$ cat src/rtl/f1_pkg.sv
// Shared types and constants for the F1 start-light reaction controller.
package f1_pkg;

    localparam int unsigned LFSR_W = 7;
    localparam int unsigned TIME_W = 16;

    // x^7 + x^6 + 1, maximal length 127, never reaches zero from a non-zero seed
    localparam logic [LFSR_W-1:0] LFSR_SEED = 7'h01;
    localparam logic [LFSR_W-1:0] LFSR_TAPS = 7'h60;

    typedef enum logic [2:0] {
        IDLE,
        ARM,
        SEQ,
        DELAY,
        TIMING
    } state_t;

    // Fibonacci step: shift left, feedback is the parity of the tapped bits
    function automatic logic [LFSR_W-1:0] lfsr_next(input logic [LFSR_W-1:0] v);
        return {v[LFSR_W-2:0], ^(v & LFSR_TAPS)};
    endfunction

endpackage

$ cat src/rtl/f1_tick.sv
// Prescaler: one tick every div+1 cycles; clr restarts the count.
module f1_tick
    import f1_pkg::*;
(
    input  logic              clk,
    input  logic              rst,
    input  logic              clr,
    input  logic [TIME_W-1:0] div,
    output logic              tick
);

    logic [TIME_W-1:0] pcnt;

    // A lowered div leaves pcnt above it; the count then runs on to wrap at all-ones
    assign tick = (pcnt == div);

    // Count up to div, wrap on tick, hold at zero while cleared
    always_ff @(posedge clk) begin
        if (rst || clr) begin
            pcnt <= '0;
        end else if (tick) begin
            pcnt <= '0;
        end else begin
            pcnt <= pcnt + 1'b1;
        end
    end

endmodule

$ cat src/rtl/f1_ctrl.sv
// Start-light sequencer and reaction timer sitting beside the light FSM.
module f1_ctrl
    import f1_pkg::*;
(
    input  logic              clk,
    input  logic              rst,
    input  logic [TIME_W-1:0] tick_div,
    input  logic              start,
    input  logic              react,
    input  logic              cmd_seq,
    input  logic              cmd_delay,
    output logic              fsm_trigger,
    output logic              fsm_en,
    output logic              fsm_abort,
    output logic              go,
    output logic              jump_start,
    output logic              react_valid,
    output logic [TIME_W-1:0] react_time,
    output logic              busy
);

    state_t            state;
    state_t            state_nx;
    logic              start_q;
    logic              react_q;
    logic              rst_q;
    logic [LFSR_W-1:0] lfsr;
    logic [LFSR_W-1:0] dcnt;
    logic [TIME_W-1:0] rcnt;
    logic [TIME_W-1:0] time_r;
    logic              valid_r;
    logic              tick;
    logic              clr;
    logic              start_rise;
    logic              react_rise;
    logic              expire;
    logic              jump;

    assign start_rise = start & ~start_q;
    assign react_rise = react & ~react_q;
    assign expire     = (state == DELAY) && tick && (dcnt == LFSR_W'(1));
    assign jump       = react_rise && (state == ARM || state == SEQ || state == DELAY);

    // The prescaler needs the next state to restart on every transition, so
    // next-state is split out combinationally from the registered FSM below.
    assign clr = (state == IDLE) || (state_nx != state);

    f1_tick u_tick (
        .clk  (clk),
        .rst  (rst),
        .clr  (clr),
        .div  (tick_div),
        .tick (tick)
    );

    // Next-state decode; react_rise outranks every other transition
    always_comb begin
        state_nx = state;
        case (state)
            IDLE:    if (start_rise && !rst_q) state_nx = ARM;
            ARM:     state_nx = react_rise ? IDLE : SEQ;
            SEQ: begin
                if (react_rise)              state_nx = IDLE;
                else if (cmd_delay)          state_nx = DELAY;
                else if (tick && !cmd_seq)   state_nx = IDLE;
            end
            DELAY: begin
                if (react_rise)              state_nx = IDLE;
                else if (expire)             state_nx = TIMING;
            end
            TIMING:  if (react_rise) state_nx = IDLE;
            default: state_nx = IDLE;
        endcase
    end

    // State, edge detectors, LFSR and the delay/reaction counters.
    // rst_q masks the first post-reset cycle, where start_q reads 0 even if
    // start was held high through reset; this forces a fresh press.
    always_ff @(posedge clk) begin
        if (rst) begin
            state   <= IDLE;
            start_q <= 1'b0;
            react_q <= 1'b0;
            rst_q   <= 1'b1;
            lfsr    <= LFSR_SEED;
            dcnt    <= '0;
            rcnt    <= '0;
            time_r  <= '0;
            valid_r <= 1'b0;
        end else begin
            state   <= state_nx;
            start_q <= start;
            react_q <= react;
            rst_q   <= 1'b0;
            lfsr    <= lfsr_next(lfsr);
            valid_r <= 1'b0;
            case (state)
                SEQ: begin
                    if (!react_rise && cmd_delay) dcnt <= lfsr;
                end
                DELAY: begin
                    if (tick && dcnt != LFSR_W'(1)) dcnt <= dcnt - 1'b1;
                    if (expire) rcnt <= '0;
                end
                TIMING: begin
                    if (react_rise) begin
                        time_r  <= rcnt;
                        valid_r <= 1'b1;
                    end else if (tick && rcnt != '1) begin
                        rcnt <= rcnt + 1'b1;
                    end
                end
                default: ;
            endcase
        end
    end

    assign fsm_trigger = !rst && (state == ARM);
    assign fsm_en      = !rst && ((state == SEQ && tick && !cmd_delay) || (expire && !react_rise));
    assign go          = !rst && expire && !react_rise;
    assign jump_start  = !rst && jump;
    assign fsm_abort   = !rst && jump;
    assign react_valid = !rst && valid_r;
    assign react_time  = rst ? '0 : time_r;
    assign busy        = !rst && (state != IDLE);

endmodule

$ cat config.mk
export PLATFORM = sky130hd
export DESIGN_NAME = f1_ctrl
export DESIGN_NICKNAME = d
export VERILOG_FILES = /design/src/rtl/f1_pkg.sv /design/src/rtl/f1_tick.sv /design/src/rtl/f1_ctrl.sv
export SDC_FILE = /design/constraint.sdc
export NUM_CORES = 1
export LEC_CHECK = 0
export BUFFER_PORTS_ARGS = -buffer_cell sky130_fd_sc_hd__buf_4
export CORE_AREA = 2 2 105 117
export CTS_CLUSTER_DIAMETER = 40
export DETAILED_ROUTE_END_ITERATION = 10
export DIE_AREA = 0 0 107 119
export HOLD_SLACK_MARGIN = 0.12
export MAX_ROUTING_LAYER = met4
export PLACE_DENSITY_LB_ADDON = 0.2
export SYNTH_ARGS = -nofsm -noshare
export SYNTH_HDL_FRONTEND = slang
export SYNTH_HIERARCHICAL = 1
export SYNTH_SLANG_ARGS = --single-unit
$ cat constraint.sdc
create_clock -name clk -period 8.9 [get_ports clk]
set_input_delay 1.78 -clock clk [delete_from_list [all_inputs] [get_ports clk]]
set_output_delay 1.78 -clock clk [all_outputs]
set_load 0.02 [all_outputs]
[After elaboration in Yosys (flattened, before gate mapping)]
Index checks and enable logic that the tools add are counted.
Storage, ports and cells
  word-level logic and storage cells: 89
  output and inout port bits: 23
  register bits: 69
  input bits: 22
Operators by class
  add/subtract/negate cells: 3
  bitwise gates (word level): 5
  equality and inequality tests: 14
  multiplexer cells: 19
  reduce and logical (&&, ||, !) cells: 38
Operators by type and width (count)
  2-to-1 mux 16 bit: 4
  adder 16 x 1 -> 16 bit, second input constant: 2
  one-hot mux 16 bit (2 select lines): 1
  2-to-1 mux 3 bit: 7
  logical AND 1 bit: 18
  == test 16 bit: 1
  inequality test 16 bit, second input constant: 1
  one-hot mux 3 bit (5 select lines): 1
  2-to-1 mux 7 bit: 2
  one-hot mux 7 bit (2 select lines): 1
  inequality test 2 bit, second input constant: 4
  == test 7 x 1 -> 1 bit, second input constant: 1
  inequality test 7 x 1 -> 1 bit, second input constant: 1
  parity 7 bit: 1
  subtractor 7 x 1 -> 7 bit, second input constant: 1
  == test 3 x 2 -> 1 bit, second input constant: 2
  zero test 1 bit: 5
  logical OR 1 bit: 5
  AND reduction 4 bit: 1
  nonzero test 2 bit: 2
  OR reduction 2 bit: 2
  == test 3 x 1 -> 1 bit, second input constant: 1
  == test 3 bit, second input constant: 1
  zero test 3 bit: 1
  9 further kinds: 13

[Logic depth before layout (Yosys ltp)]
  depth in word-level cells: 10
  gate-level depth with buffers: 15
  gate-level depth less buffers: 10

[Hierarchy]
The synthesis kept the hierarchy.
By module, submodules not included
  f1_ctrl: area an instance 2590.0 um^2, seq. area each 1061.0 um^2, times used 1, cells each 309
  f1_tick: area an instance 918.4 um^2, seq. area each 320.3 um^2, times used 1, cells each 99

[Least setup slack after synthesis]
No wires, ideal clock.
  path type: input-to-output
  start: input tick_div[5]
  end: output go
  stages: 7
  setup slack: 3497 ps
  data required time: 7120 ps
  arrival time: 3623 ps
  buffers on the path: 2
  cells stage by stage: xnor2_1 -> nand4_1 -> nor4_4 -> buf_2 -> buf_2 -> nand2_1 -> nor4_1
Between the ends
  word-level cells in the longest chain between the ends: 5
Ends and longest elaborated chain
  start, declared: RTL line f1_ctrl.sv:7  | input logic [TIME_W-1:0] tick_div,
  == test 16 bit: RTL line f1_tick.sv:15  | assign tick = (pcnt == div);
  named net tick: RTL line f1_ctrl.sv:32  | logic tick;
  logical AND 1 bit (2 in series): RTL line f1_ctrl.sv:41  | assign expire = (state == DELAY) && tick && (dcnt == LFSR_W'(1));
  logical AND 1 bit (2 in series): RTL line f1_ctrl.sv:120  | assign go = !rst && expire && !react_rise;
  end, declared: RTL line f1_ctrl.sv:15  | output logic go,
The timed path passes the listed nets, and every way through them passes these cells.

[Worst setup path in the final report]
  start: input tick_div[2]
  end: output go
Same word-level chain as after synthesis.

==> run metrics <==
period utilisation layout=56.84%; sequential-to-total area share from yosys stat=39.37%; placed cell area=0.003933 mm^2; via/cell ratio=4.804; Fin. Hold Viols=0; Hold WC Path Type=reg2reg; first-pass GRT wire length=13.28 mm; placed cell count=582; Leakage Power=1.409 nW; flop and latch count out of synthesis=69; Wirelength per Cell=13.28 um; core area=0.01172 mm^2; cts bufs inserted=9; Seq pwr share=46.5%; count leader, synth=dfxtp_1; cell area after layout=0.004212 mm^2; PortBufs=44; Worst slew margin=26.41%; Hold Path Depth=2; Yosys top cell area share=39.37%; critical path data arrival time=3.28 ns; Max VDD drop=79.24 uV; clock-pin slew on the worst setup and hold paths=0.05 ns; root buffer cell=clkbuf_16; FF-to-FF End=rcnt[7]; clk sinks=69; Final ANT Viol Nets=0; HPWL Detailed=5.536 mm; Hold Startpoint=time_r[10]; Synth Instances=408; RSZ-0062 raised after global routing=false; Hold Path End=time_r[10]; fin cells=598; vias=2873; Max Freq=197.7 MHz; sw frac=22.01%; Routed Wire Length=7.942 mm; filler cell count=1197; clk_lat worst skew=0.33 ns; drt first pass iters=4; FF-to-FF Start=u_tick/pcnt[3]; Overflow after GRT=0; r2r setup slk=6.12 ns; Clock Power Share=49.5%; initial antenna violation count=0; Critical Path End Type=output port; YS warnings=6; gr usage total=13.43%; hold_ws=0.4522 ns; cts hold-fix bufs=0; post-synth top area cell=dfxtp_1; die height=119 um; Worst R2R Path Depth=8; EDFF count, synth=0; Max Clock Skew=0.003906 ns; Synth Flop Type=dfxtp_1; largest net degree at the start of global routing=64; CTS resizes=0; status=finished clean; Yosys cell types=61; antenna diode count=0; fin util=35.94%; Die Area=0.01273 mm^2; DRC violations left=0; post-CTS setup buffers=0; Nets=465; share of cells above drive strength 1=18.69%; maxcap violations=0; Initial Util=29.94%; WS Path Type=in2out; FFs w/ async S/R, synth=0%; H-Tree Depth=3; Synth area leaders=dfxtp_1 39%, xnor2_1 9.5%, nand2_1 5.0%; P&R area growth vs syn=20.04%; min Tclk post-route=5.059 ns; worst path required time=7.12 ns; Syn Nets=434; Mean Syn Cell Area=8.599 um^2; Post-Synthesis Cell Area=0.003508 mm^2; Die Wd=107 um; vias in the first global route=2816; critical path startpoint category=primary input; Slew Viols, Final=0; PwrDens=160.3 mW/mm^2; # rows=42; Worst-Margin Slew=1.100 ns; Final GP Congestion=0.8014; IO Count=45; combinational share of power=4.0%; switching pwr=0.1486 mW; # setup viols final=0; Int Pwr=0.5264 mW; top cells by count, synth=69 x dfxtp_1, 47 x nand2_1, 38 x xnor2_1; DR iter-0 viols=120; Clock Path Buffers=2; Max Fanout on Critical Path=25; Fin Setup TNS=0 ns; TritonCTS clock tree=yes
-- metal layers --
metal,share of wire (%),GRT usage [%],vias up
met2,46,20.78,51
met5,0,-,-
met1,47,16.57,1316
met3,4.2,3.010,17
li1,-,-,1489
met4,2.4,6.412,0
-- worst max path at each step --
stage | from | to | slack (ns) | depth (start not counted)
global route | tick_div[5] | go | 3.65 | 8
global placement | tick_div[5] | go | 3.86 | 8
finish | tick_div[2] | go | 3.84 | 8
floorplan | tick_div[5] | go | 3.50 | 7
detailed placement | tick_div[3] | go | 3.80 | 8
CTS | tick_div[3] | go | 3.80 | 8
-- final cells by class --
class                           instances  area (um^2)  area share (%)
Clock buffer                           12        256.5           6.090
Clock inverter                          4        22.52          0.5348
Inverter                                8        30.03          0.7130
Sequential cell                        69         1381           32.80
Tap cell                              154        192.7           4.575
Multi-Input combinational cell        305         1983           47.09
Timing Repair Buffer                   46        345.3           8.200
-- critical path, stage by stage --
cell	delay [ns]
buf_4	0.11
xnor2_1	0.15
nand4_1	0.18
nor4_4	0.27
buf_4	0.32
nand2_1	0.08
nor4_1	0.19
buf_4	0.19
-- cell usage in the layout, fill, tap and decap left out, types with 3 or more instances in the layout --
cell type	Yosys	routed
a21oi_1	32	32
o21ai_0	8	8
nor2_1	26	26
or2_2	3	3
buf_4	1	46
nand2_1	47	47
nand3_1	13	13
a2111oi_2	3	3
clkinv_2	0	3
or3_1	3	3
nor2b_1	28	28
nor3_1	23	23
nor4_1	5	5
ha_1	4	4
clkbuf_16	0	9
a211oi_1	8	8
nand2b_1	5	5
nor4b_1	4	4
dfxtp_1	69	69
o32ai_1	3	3
inv_1	8	8
nand4_1	8	8
xnor2_1	38	38
-- power groups by stage --
stage	registers (mW)	logic (mW)	clock network, mW
after floorplan	0.319	0.0172	0
after global placement	0.320	0.0270	0
after detailed placement	0.320	0.0273	0
after CTS	0.314	0.0274	0.345
after global routing	0.314	0.0299	0.357
final	0.314	0.0269	0.334
-- metrics by stage --
stage	total power, mW	setup WS (ns)
4_1_cts	0.6859	3.796
3_5_place_dp	0.3478	3.804
2_1_floorplan	0.3359	3.497
5_1_grt	0.7005	3.650
3_3_place_gp	0.3474	3.857
6_report	0.6750	3.841
-- logic make-up (layout without fill, tap and decap cells) --
kind of cell	after synthesis	in the layout	share of synthesized area [%]
flops	69	69	39.37
xor+xnor	40	40	9.986
mux	2	2	0.6063
fa+ha+maj	4	4	1.427
compound gates	69	69	13.66
buf+inv	34	70	4.102
simple gates	190	190	30.85
-- sequential cells by signal, indices dropped and copies added (netlist names), 3 cells and up --
| register | cells |
|---|---|
| rcnt | 16 |
| time_r | 16 |
| u_tick/pcnt | 16 |
| dcnt | 7 |
| lfsr | 7 |
| state | 3 |
Power figures use the tool's default switching activity.
